## src/rtl/uart_cfg_transceiver_if.sv

```systemverilog
// Host-side interface of uart_cfg_transceiver: TX request/data and RX data/status.
// The host is the master; the UART is the slave.
interface uart_cfg_transceiver_if #(
   parameter int DATA_BITS = 8
) ();
   logic [DATA_BITS-1:0] dintx;
   logic                 newd;
   logic [DATA_BITS-1:0] doutrx;
   logic                 donetx;
   logic                 donerx;
   logic                 tx_busy;
   logic                 parity_err;
   logic                 frame_err;

   modport master (
      output dintx, newd,
      input  doutrx, donetx, donerx, tx_busy, parity_err, frame_err
   );

   modport slave (
      input  dintx, newd,
      output doutrx, donetx, donerx, tx_busy, parity_err, frame_err
   );
endinterface

```

## src/rtl/uart_cfg_transceiver.sv

```systemverilog
// Full-duplex UART with configurable data width, parity and stop bits; 16x-oversampled RX.
// Optional feature: define UART_LOOPBACK_EN to add the internal TX->RX loopback port.
module uart_cfg_transceiver #(
   parameter int CLK_FREQ   = 1000000,
   parameter int BAUD_RATE  = 9600,
   parameter int DATA_BITS  = 8,
   parameter int PARITY     = 0,
   parameter int STOP_BITS  = 1,
   parameter int OVERSAMPLE = 16
) (
   input  logic                  clk,
   input  logic                  rst_n,
`ifdef UART_LOOPBACK_EN
   input  logic                  loopback,
`endif
   input  logic                  rx,
   output logic                  tx,
   uart_cfg_transceiver_if.slave host
);

   localparam int DIV_RAW  = CLK_FREQ / (BAUD_RATE * OVERSAMPLE);
   localparam int DIV      = (DIV_RAW < 1) ? 1 : DIV_RAW;
   localparam int BIT_CLKS = DIV * OVERSAMPLE;
   localparam int CW       = $clog2(BIT_CLKS);
   localparam int DW       = (DIV > 1) ? $clog2(DIV) : 1;
   localparam int OW       = $clog2(OVERSAMPLE);

   localparam logic [2:0] TX_IDLE   = 3'd0;
   localparam logic [2:0] TX_START  = 3'd1;
   localparam logic [2:0] TX_DATA   = 3'd2;
   localparam logic [2:0] TX_PARITY = 3'd3;
   localparam logic [2:0] TX_STOP   = 3'd4;

   localparam logic [2:0] RX_IDLE      = 3'd0;
   localparam logic [2:0] RX_START     = 3'd1;
   localparam logic [2:0] RX_DATA      = 3'd2;
   localparam logic [2:0] RX_PARITY    = 3'd3;
   localparam logic [2:0] RX_STOP      = 3'd4;
   localparam logic [2:0] RX_WAIT_HIGH = 3'd5;

   // ---------------------------------------------------------------- TX path
   logic [2:0]           tx_state_q, tx_state_d;
   logic [CW-1:0]        tx_cnt_q, tx_cnt_d;
   logic [3:0]           tx_idx_q, tx_idx_d;
   logic [DATA_BITS-1:0] tx_shr_q, tx_shr_d;
   logic                 tx_par_q, tx_par_d;
   logic                 tx_line_q, tx_line_d;
   logic                 tx_bit_end;

   assign tx_bit_end = (tx_cnt_q == CW'(BIT_CLKS - 1));

   always_comb begin
      tx_state_d = tx_state_q;
      tx_cnt_d   = tx_bit_end ? '0 : tx_cnt_q + CW'(1);
      tx_idx_d   = tx_idx_q;
      tx_shr_d   = tx_shr_q;
      tx_par_d   = tx_par_q;
      tx_line_d  = tx_line_q;
      case (tx_state_q)
         TX_IDLE: begin
            tx_cnt_d  = '0;
            tx_line_d = 1'b1;
            if (host.newd) begin
               tx_state_d = TX_START;
               tx_shr_d   = host.dintx;
               tx_par_d   = (PARITY == 1) ? ~^host.dintx : ^host.dintx;
               tx_idx_d   = '0;
               tx_line_d  = 1'b0;
            end
         end
         TX_START: begin
            if (tx_bit_end) begin
               tx_state_d = TX_DATA;
               tx_line_d  = tx_shr_q[0];
               tx_shr_d   = tx_shr_q >> 1;
               tx_idx_d   = '0;
            end
         end
         TX_DATA: begin
            if (tx_bit_end) begin
               if (tx_idx_q == 4'(DATA_BITS - 1)) begin
                  tx_idx_d = '0;
                  if (PARITY != 0) begin
                     tx_state_d = TX_PARITY;
                     tx_line_d  = tx_par_q;
                  end else begin
                     tx_state_d = TX_STOP;
                     tx_line_d  = 1'b1;
                  end
               end else begin
                  tx_line_d = tx_shr_q[0];
                  tx_shr_d  = tx_shr_q >> 1;
                  tx_idx_d  = tx_idx_q + 4'd1;
               end
            end
         end
         TX_PARITY: begin
            if (tx_bit_end) begin
               tx_state_d = TX_STOP;
               tx_line_d  = 1'b1;
               tx_idx_d   = '0;
            end
         end
         TX_STOP: begin
            if (tx_bit_end) begin
               if (tx_idx_q == 4'(STOP_BITS - 1)) begin
                  tx_state_d = TX_IDLE;
               end else begin
                  tx_idx_d = tx_idx_q + 4'd1;
               end
            end
         end
         default: begin
            tx_state_d = TX_IDLE;
            tx_line_d  = 1'b1;
         end
      endcase
   end

   always_ff @(posedge clk or negedge rst_n) begin
      if (!rst_n) begin
         tx_state_q <= TX_IDLE;
         tx_cnt_q   <= '0;
         tx_idx_q   <= '0;
         tx_shr_q   <= '0;
         tx_par_q   <= 1'b0;
         tx_line_q  <= 1'b1;
      end else begin
         tx_state_q <= tx_state_d;
         tx_cnt_q   <= tx_cnt_d;
         tx_idx_q   <= tx_idx_d;
         tx_shr_q   <= tx_shr_d;
         tx_par_q   <= tx_par_d;
         tx_line_q  <= tx_line_d;
      end
   end

   assign host.tx_busy = (tx_state_q != TX_IDLE);
   assign host.donetx  = (tx_state_q == TX_STOP) && tx_bit_end &&
                         (tx_idx_q == 4'(STOP_BITS - 1));

   // ---------------------------------------------------------------- RX path
   logic                 rx_src;
   logic                 rx_meta_q, rx_sync_q;
   logic [2:0]           rx_state_q, rx_state_d;
   logic [DW-1:0]        rx_div_q, rx_div_d;
   logic [OW-1:0]        rx_os_q, rx_os_d;
   logic [OW-1:0]        rx_os_target;
   logic [3:0]           rx_idx_q, rx_idx_d;
   logic [DATA_BITS-1:0] rx_shr_q, rx_shr_d;
   logic                 rx_perr_acc_q, rx_perr_acc_d;
   logic                 rx_ferr_acc_q, rx_ferr_acc_d;
   logic [DATA_BITS-1:0] rx_data_q, rx_data_d;
   logic                 rx_perr_q, rx_perr_d;
   logic                 rx_ferr_q, rx_ferr_d;
   logic                 rx_done_q, rx_done_d;
   logic                 rx_tick, rx_sample;

`ifdef UART_LOOPBACK_EN
   assign rx_src = loopback ? tx_line_q : rx;
   assign tx     = loopback ? 1'b1 : tx_line_q;
`else
   assign rx_src = rx;
   assign tx     = tx_line_q;
`endif

   always_ff @(posedge clk or negedge rst_n) begin
      if (!rst_n) begin
         rx_meta_q <= 1'b1;
         rx_sync_q <= 1'b1;
      end else begin
         rx_meta_q <= rx_src;
         rx_sync_q <= rx_meta_q;
      end
   end

   // The start bit is qualified half a bit in; every later sample lands a full bit apart.
   assign rx_os_target = (rx_state_q == RX_START) ? OW'(OVERSAMPLE / 2 - 1) : OW'(OVERSAMPLE - 1);
   assign rx_tick      = (rx_div_q == DW'(DIV - 1));
   assign rx_sample    = rx_tick && (rx_os_q == rx_os_target);

   always_comb begin
      rx_state_d    = rx_state_q;
      rx_div_d      = rx_tick ? '0 : rx_div_q + DW'(1);
      rx_os_d       = rx_tick ? (rx_sample ? '0 : rx_os_q + OW'(1)) : rx_os_q;
      rx_idx_d      = rx_idx_q;
      rx_shr_d      = rx_shr_q;
      rx_perr_acc_d = rx_perr_acc_q;
      rx_ferr_acc_d = rx_ferr_acc_q;
      rx_data_d     = rx_data_q;
      rx_perr_d     = rx_perr_q;
      rx_ferr_d     = rx_ferr_q;
      rx_done_d     = 1'b0;
      case (rx_state_q)
         RX_IDLE: begin
            rx_div_d = '0;
            rx_os_d  = '0;
            if (!rx_sync_q) begin
               rx_state_d    = RX_START;
               rx_perr_acc_d = 1'b0;
               rx_ferr_acc_d = 1'b0;
            end
         end
         RX_START: begin
            if (rx_sample) begin
               rx_state_d = rx_sync_q ? RX_IDLE : RX_DATA;
               rx_idx_d   = '0;
            end
         end
         RX_DATA: begin
            if (rx_sample) begin
               rx_shr_d = {rx_sync_q, rx_shr_q[DATA_BITS-1:1]};
               if (rx_idx_q == 4'(DATA_BITS - 1)) begin
                  rx_state_d = (PARITY != 0) ? RX_PARITY : RX_STOP;
                  rx_idx_d   = '0;
               end else begin
                  rx_idx_d = rx_idx_q + 4'd1;
               end
            end
         end
         RX_PARITY: begin
            if (rx_sample) begin
               rx_perr_acc_d = (PARITY == 1) ? ~(^{rx_shr_q, rx_sync_q}) : ^{rx_shr_q, rx_sync_q};
               rx_state_d    = RX_STOP;
               rx_idx_d      = '0;
            end
         end
         RX_STOP: begin
            if (rx_sample) begin
               if (!rx_sync_q) begin
                  rx_ferr_acc_d = 1'b1;
               end
               if (rx_idx_q == 4'(STOP_BITS - 1)) begin
                  rx_done_d  = 1'b1;
                  rx_data_d  = rx_shr_q;
                  rx_perr_d  = rx_perr_acc_q;
                  rx_ferr_d  = rx_ferr_acc_q | ~rx_sync_q;
                  // A low line here is a break; wait for it to release before re-arming.
                  rx_state_d = rx_sync_q ? RX_IDLE : RX_WAIT_HIGH;
               end else begin
                  rx_idx_d = rx_idx_q + 4'd1;
               end
            end
         end
         RX_WAIT_HIGH: begin
            if (rx_sync_q) begin
               rx_state_d = RX_IDLE;
            end
         end
         default: begin
            rx_state_d = RX_IDLE;
         end
      endcase
   end

   always_ff @(posedge clk or negedge rst_n) begin
      if (!rst_n) begin
         rx_state_q    <= RX_IDLE;
         rx_div_q      <= '0;
         rx_os_q       <= '0;
         rx_idx_q      <= '0;
         rx_shr_q      <= '0;
         rx_perr_acc_q <= 1'b0;
         rx_ferr_acc_q <= 1'b0;
         rx_data_q     <= '0;
         rx_perr_q     <= 1'b0;
         rx_ferr_q     <= 1'b0;
         rx_done_q     <= 1'b0;
      end else begin
         rx_state_q    <= rx_state_d;
         rx_div_q      <= rx_div_d;
         rx_os_q       <= rx_os_d;
         rx_idx_q      <= rx_idx_d;
         rx_shr_q      <= rx_shr_d;
         rx_perr_acc_q <= rx_perr_acc_d;
         rx_ferr_acc_q <= rx_ferr_acc_d;
         rx_data_q     <= rx_data_d;
         rx_perr_q     <= rx_perr_d;
         rx_ferr_q     <= rx_ferr_d;
         rx_done_q     <= rx_done_d;
      end
   end

   assign host.doutrx     = rx_data_q;
   assign host.donerx     = rx_done_q;
   assign host.parity_err = rx_perr_q;
   assign host.frame_err  = rx_ferr_q;

endmodule

```

## src/flat_wrapper.sv

```systemverilog
// flat-port wrapper written by rule: the top's interface ports become plain ports
module uart_cfg_transceiver_flat 
#(
   parameter int CLK_FREQ   = 1000000,
   parameter int BAUD_RATE  = 9600,
   parameter int DATA_BITS  = 8,
   parameter int PARITY     = 0,
   parameter int STOP_BITS  = 1,
   parameter int OVERSAMPLE = 16
)
  (clk, rst_n, rx, tx, host_dintx, host_newd, host_doutrx, host_donetx, host_donerx, host_tx_busy, host_parity_err, host_frame_err);
  uart_cfg_transceiver_if #(.DATA_BITS(DATA_BITS)) host_i ();
  input  logic clk;
  input  logic rst_n;
  input  logic rx;
  output logic tx;
  input wire logic [$bits(host_i.dintx)-1:0] host_dintx;
  input wire logic [$bits(host_i.newd)-1:0] host_newd;
  output wire logic [$bits(host_i.doutrx)-1:0] host_doutrx;
  output wire logic [$bits(host_i.donetx)-1:0] host_donetx;
  output wire logic [$bits(host_i.donerx)-1:0] host_donerx;
  output wire logic [$bits(host_i.tx_busy)-1:0] host_tx_busy;
  output wire logic [$bits(host_i.parity_err)-1:0] host_parity_err;
  output wire logic [$bits(host_i.frame_err)-1:0] host_frame_err;
  assign host_i.dintx = host_dintx;
  assign host_i.newd = host_newd;
  assign host_doutrx = host_i.doutrx;
  assign host_donetx = host_i.donetx;
  assign host_donerx = host_i.donerx;
  assign host_tx_busy = host_i.tx_busy;
  assign host_parity_err = host_i.parity_err;
  assign host_frame_err = host_i.frame_err;
  uart_cfg_transceiver #(.CLK_FREQ(CLK_FREQ), .BAUD_RATE(BAUD_RATE), .DATA_BITS(DATA_BITS), .PARITY(PARITY), .STOP_BITS(STOP_BITS), .OVERSAMPLE(OVERSAMPLE)) u_core (.clk(clk), .rst_n(rst_n), .rx(rx), .tx(tx), .host(host_i));
endmodule
```

## config.mk

```make
export PLATFORM = sky130hd
export DESIGN_NAME = uart_cfg_transceiver_flat
export DESIGN_NICKNAME = d
export VERILOG_FILES = /design/src/rtl/uart_cfg_transceiver_if.sv /design/src/rtl/uart_cfg_transceiver.sv /design/src/flat_wrapper.sv
export SDC_FILE = /design/constraint.sdc
export NUM_CORES = 1
export LEC_CHECK = 0
export BUFFER_PORTS_ARGS = -buffer_cell sky130_fd_sc_hd__buf_2
export CAP_MARGIN = 0
export CORE_UTILIZATION = 30
export DETAILED_ROUTE_END_ITERATION = 10
export GPL_ROUTABILITY_DRIVEN = 0
export PLACE_DENSITY = 0.55
export SLEW_MARGIN = 20
export SYNTH_ARGS = -nofsm -noshare
export SYNTH_HDL_FRONTEND = slang
export SYNTH_SLANG_ARGS = --single-unit
```

## constraint.sdc

```tcl
create_clock -name clk -period 2.3 [get_ports clk]
set_clock_uncertainty 0.2 [all_clocks]
set_input_delay 0.23 -clock clk [delete_from_list [all_inputs] [get_ports clk]]
set_output_delay 0.23 -clock clk [all_outputs]
set_load 0.1 [all_outputs]
```

==> results.sh <==
export IMPL_row_count=36
export IMPL_netlist_instances=293
export IMPL_arrival_ns=1.78
export IMPL_synth_area_per_cell_sq_um=10.6
export IMPL_ioPinCount=26
export IMPL_criticalPathCategory="flop to primary output"
export IMPL_setup_ws_ns=0.0921
export IMPL_synth_area_leaders="dfrtp_1, nand2_1, mux2_2"
export IMPL_leakagePower_uw=0.00171
export IMPL_grt_overflow=0
export IMPL_tightest_slew_ns=0.541
export IMPL_multi_input_area_sq_um=1530
export IMPL_n_antenna_cell=0
export IMPL_clk_latency_ns=0.34
export IMPL_dpl_cell_area_sq_um=3430
export IMPL_hpwl_mm=4.05
export IMPL_cts_sinks=60
export IMPL_fillerInstances=988
export IMPL_clkSlewWorstSetupHoldPaths_ns=0.06
export IMPL_maxCapViolations=0
export IMPL_fin_area_sq_um=3790
export IMPL_nNetsFinal=353
export IMPL_core_area_sq_um=9910
export IMPL_synth_edf_count=0
export IMPL_cp_max_fo=9
export IMPL_clock_path_buffers=2
export IMPL_numCtsBuffers=9
export IMPL_grt_pass1_vias=2231
export IMPL_yosys_top_cells_count="dfrtp_1, nand2_1, nor2_1"
export IMPL_hold_violations=0
export IMPL_drc=0
export IMPL_drv_slew=0
export IMPL_max_clock_freq_mhz=453
export IMPL_register_area_sq_um=1510
export IMPL_ys_seq_elements=60
export IMPL_cts_tree="yes"
export IMPL_synth_flop_cell="dfrtp_1"
export IMPL_worstPathCellList="ha_4 -> nand4_4 -> or2_4 -> nor3_4 -> buf_12"
export IMPL_synthArstFlopShare=1.00
export IMPL_finalSetupViolations=0
export IMPL_yosysSeqAreaShare=0.483
export IMPL_die_y_um=104
export IMPL_numPlacedInstances=446
export IMPL_cts_root_buf="clkbuf_8"
export IMPL_start_util=0.314
export IMPL_max_slew_margin=0.637
export IMPL_dr_first_iter_drc_count=65
export IMPL_max_stage_delay_ns=0.40
export IMPL_tns_ns=0
export IMPL_avgViaCountPerCell=4.70
export IMPL_fin_cells=472
export IMPL_yosysWarnings=0
export IMPL_vias=2217
export IMPL_grt_util_all_layers=0.117
export IMPL_die_w_um=104
export IMPL_vdd_drop_max_v=0.000329
export IMPL_endpoint_kind="primary output"
export IMPL_ant_nets=0
export IMPL_synth_top_cell_by_area="dfrtp_1"
export IMPL_cp_required_ns=1.87
export IMPL_cpMaxStageDelayCell="dfrtp_1"
export IMPL_grt_max_degree=27
export IMPL_worstSetupStartpointType="flop"
export IMPL_rsz0062_at_grt="no"
export IMPL_period_needed_ns=2.21
export IMPL_die_area_sq_um=10800
export IMPL_dp_slack_ns=0.0682
export IMPL_drive_above_1_share=0.245
export IMPL_hp_class="input port to flop"
export IMPL_yosys_cell_types_count=58
export IMPL_yosysMostFrequentCell="dfrtp_1"
export IMPL_first_pass_iters=4
export IMPL_ctsHtreeMaxLevel=3
export IMPL_wl_per_cell_um=12.1
export IMPL_routed_wirelength_mm=5.71
export IMPL_synth_top_area_frac=0.458
export IMPL_syn_area_sq_um=3120
export IMPL_path_delay_family="simple AND/OR/NAND/NOR gates"
export IMPL_grt_pass1_wl_mm=10.4
export IMPL_numPortBuffers=25
export IMPL_synth_nets=311
export IMPL_syn_to_final_growth_pct=21.5
export IMPL_post_route_period_util=0.960
export IMPL_grt_antenna_before_repair=0
export IMPL_outcome="completed"
export IMPL_pwr_density_cell_nw_per_um2=603
export IMPL_critPathBufInv=1
==> power breakdown <==
group	internal, uW	switching [uW]
Sequential	1060	5.39
Combinational	29.5	34.4
Clock	744	411
==> state kept, by name (all words and copies together) (netlist names), 3 cells and up <==
name,cells
u_core.host.doutrx,8
u_core.rx_shr_q,8
u_core.tx_shr_q,8
u_core.tx_cnt_q,7
u_core.rx_idx_q,4
u_core.rx_os_q,4
u_core.tx_idx_q,4
u_core.rx_div_q,3
u_core.rx_state_q,3
u_core.tx_state_q,3
==> stage by stage <==
step / util / power (uW) / hold WS [ns]
global route: 0.382 / 2370 / 0.0896
global placement: 0.346 / 1140 / 0.00888
finish: 0.382 / 2280 / 0.0250
detailed placement: 0.346 / 1140 / 0.0137
CTS: 0.381 / 2330 / 0.0231
floorplan: - / 1100 / -0.266
==> worst min-delay path, cell delays in order <==
cell and delay (ns):
buf_2 0.08, mux2i_1 0.05, o21ai_0 0.15
==> cell usage in the layout, fill, tap and decap left out, types with 2 or more instances in the layout <==
| cell | Yosys | routed |
|---|---|---|
| nor2b_1 | 7 | 7 |
| or2_4 | 1 | 2 |
| nand3b_1 | 6 | 6 |
| buf_12 | 0 | 2 |
| buf_4 | 1 | 5 |
| o21ai_0 | 18 | 18 |
| nand4_4 | 2 | 2 |
| nor4_1 | 4 | 4 |
| a2111oi_0 | 2 | 2 |
| dlygate4sd3_1 | 0 | 10 |
| a21o_1 | 2 | 2 |
| mux2_2 | 10 | 10 |
| inv_1 | 14 | 14 |
| nand2_1 | 31 | 31 |
| xnor2_1 | 11 | 11 |
| a21oi_1 | 14 | 14 |
| xor2_1 | 2 | 2 |
| bufinv_16 | 0 | 3 |
| ha_1 | 6 | 5 |
| nand3_1 | 8 | 8 |
| o21a_1 | 2 | 2 |
| nor2_1 | 19 | 19 |
| mux2_4 | 7 | 7 |
| nor3_4 | 1 | 2 |
| mux2i_1 | 9 | 9 |
| dfrtp_1 | 57 | 57 |
| dfstp_2 | 3 | 3 |
| nor3b_1 | 2 | 2 |
| nand2b_1 | 6 | 6 |
| clkbuf_8 | 0 | 10 |
| o211ai_1 | 2 | 2 |
| or3_1 | 3 | 3 |
| nor3_1 | 7 | 6 |
| buf_2 | 5 | 24 |
==> final timing paths <==
path / slack, ns / from / endpoint / depth (start not counted)
setup reg to reg: 0.22 / u_core.tx_state_q[0] / u_core.tx_idx_q[3] / 5
setup / recovery: 0.09 / u_core.tx_cnt_q[0] / host_donetx / 5
hold reg to reg: 0.16 / u_core.rx_meta_q / u_core.rx_sync_q / 0
hold / removal: 0.02 / host_dintx[5] / u_core.tx_shr_q[5] / 3
min in group asynchronous: 0.18 / rst_n / u_core.tx_cnt_q[2] / 2
max in group asynchronous: 1.12 / rst_n / u_core.tx_idx_q[0] / 3
==> kinds of logic (layout without fill, tap and decap cells) <==
kind of cell,after synthesis,in the layout,synth area share
AO/OA/AOI/OAI,57,57,0.122
XOR/XNOR,14,14,0.0418
adder cells (fa/ha/maj),6,6,0.0241
buffers and inverters,24,70,0.0369
flip-flops,60,60,0.483
multiplexers,26,26,0.0988
AND/OR/NAND/NOR,106,106,0.193
==> layout make-up <==
cell class / instances / area share
clock buffer: 11 / 0.0373
clock inverter: 4 / 0.0258
inverter: 14 / 0.0139
multi-input combinational: 209 / 0.403
sequential: 60 / 0.398
tap: 133 / 0.0440
timing repair buffer: 41 / 0.0787
==> per-layer routing <==
layer,GRT usage,part of all wire
met1,0.152,0.48
met3,0.0313,0.035
met4,0.0459,0.016
met5,0,0
met2,0.187,0.46
==> timing repair <==
| item | in CTS | in global routing |
|---|---|---|
| buffers inserted | 0 | 1 |
| hold buffers | 10 | 0 |
| endpoints found under the hold margin | 25 | 0 |
| gates resized for setup | 1 | 1 |
| endpoints found under the setup margin | 1 | 9 |
Note: power is estimated with default switching activity, not from simulation.
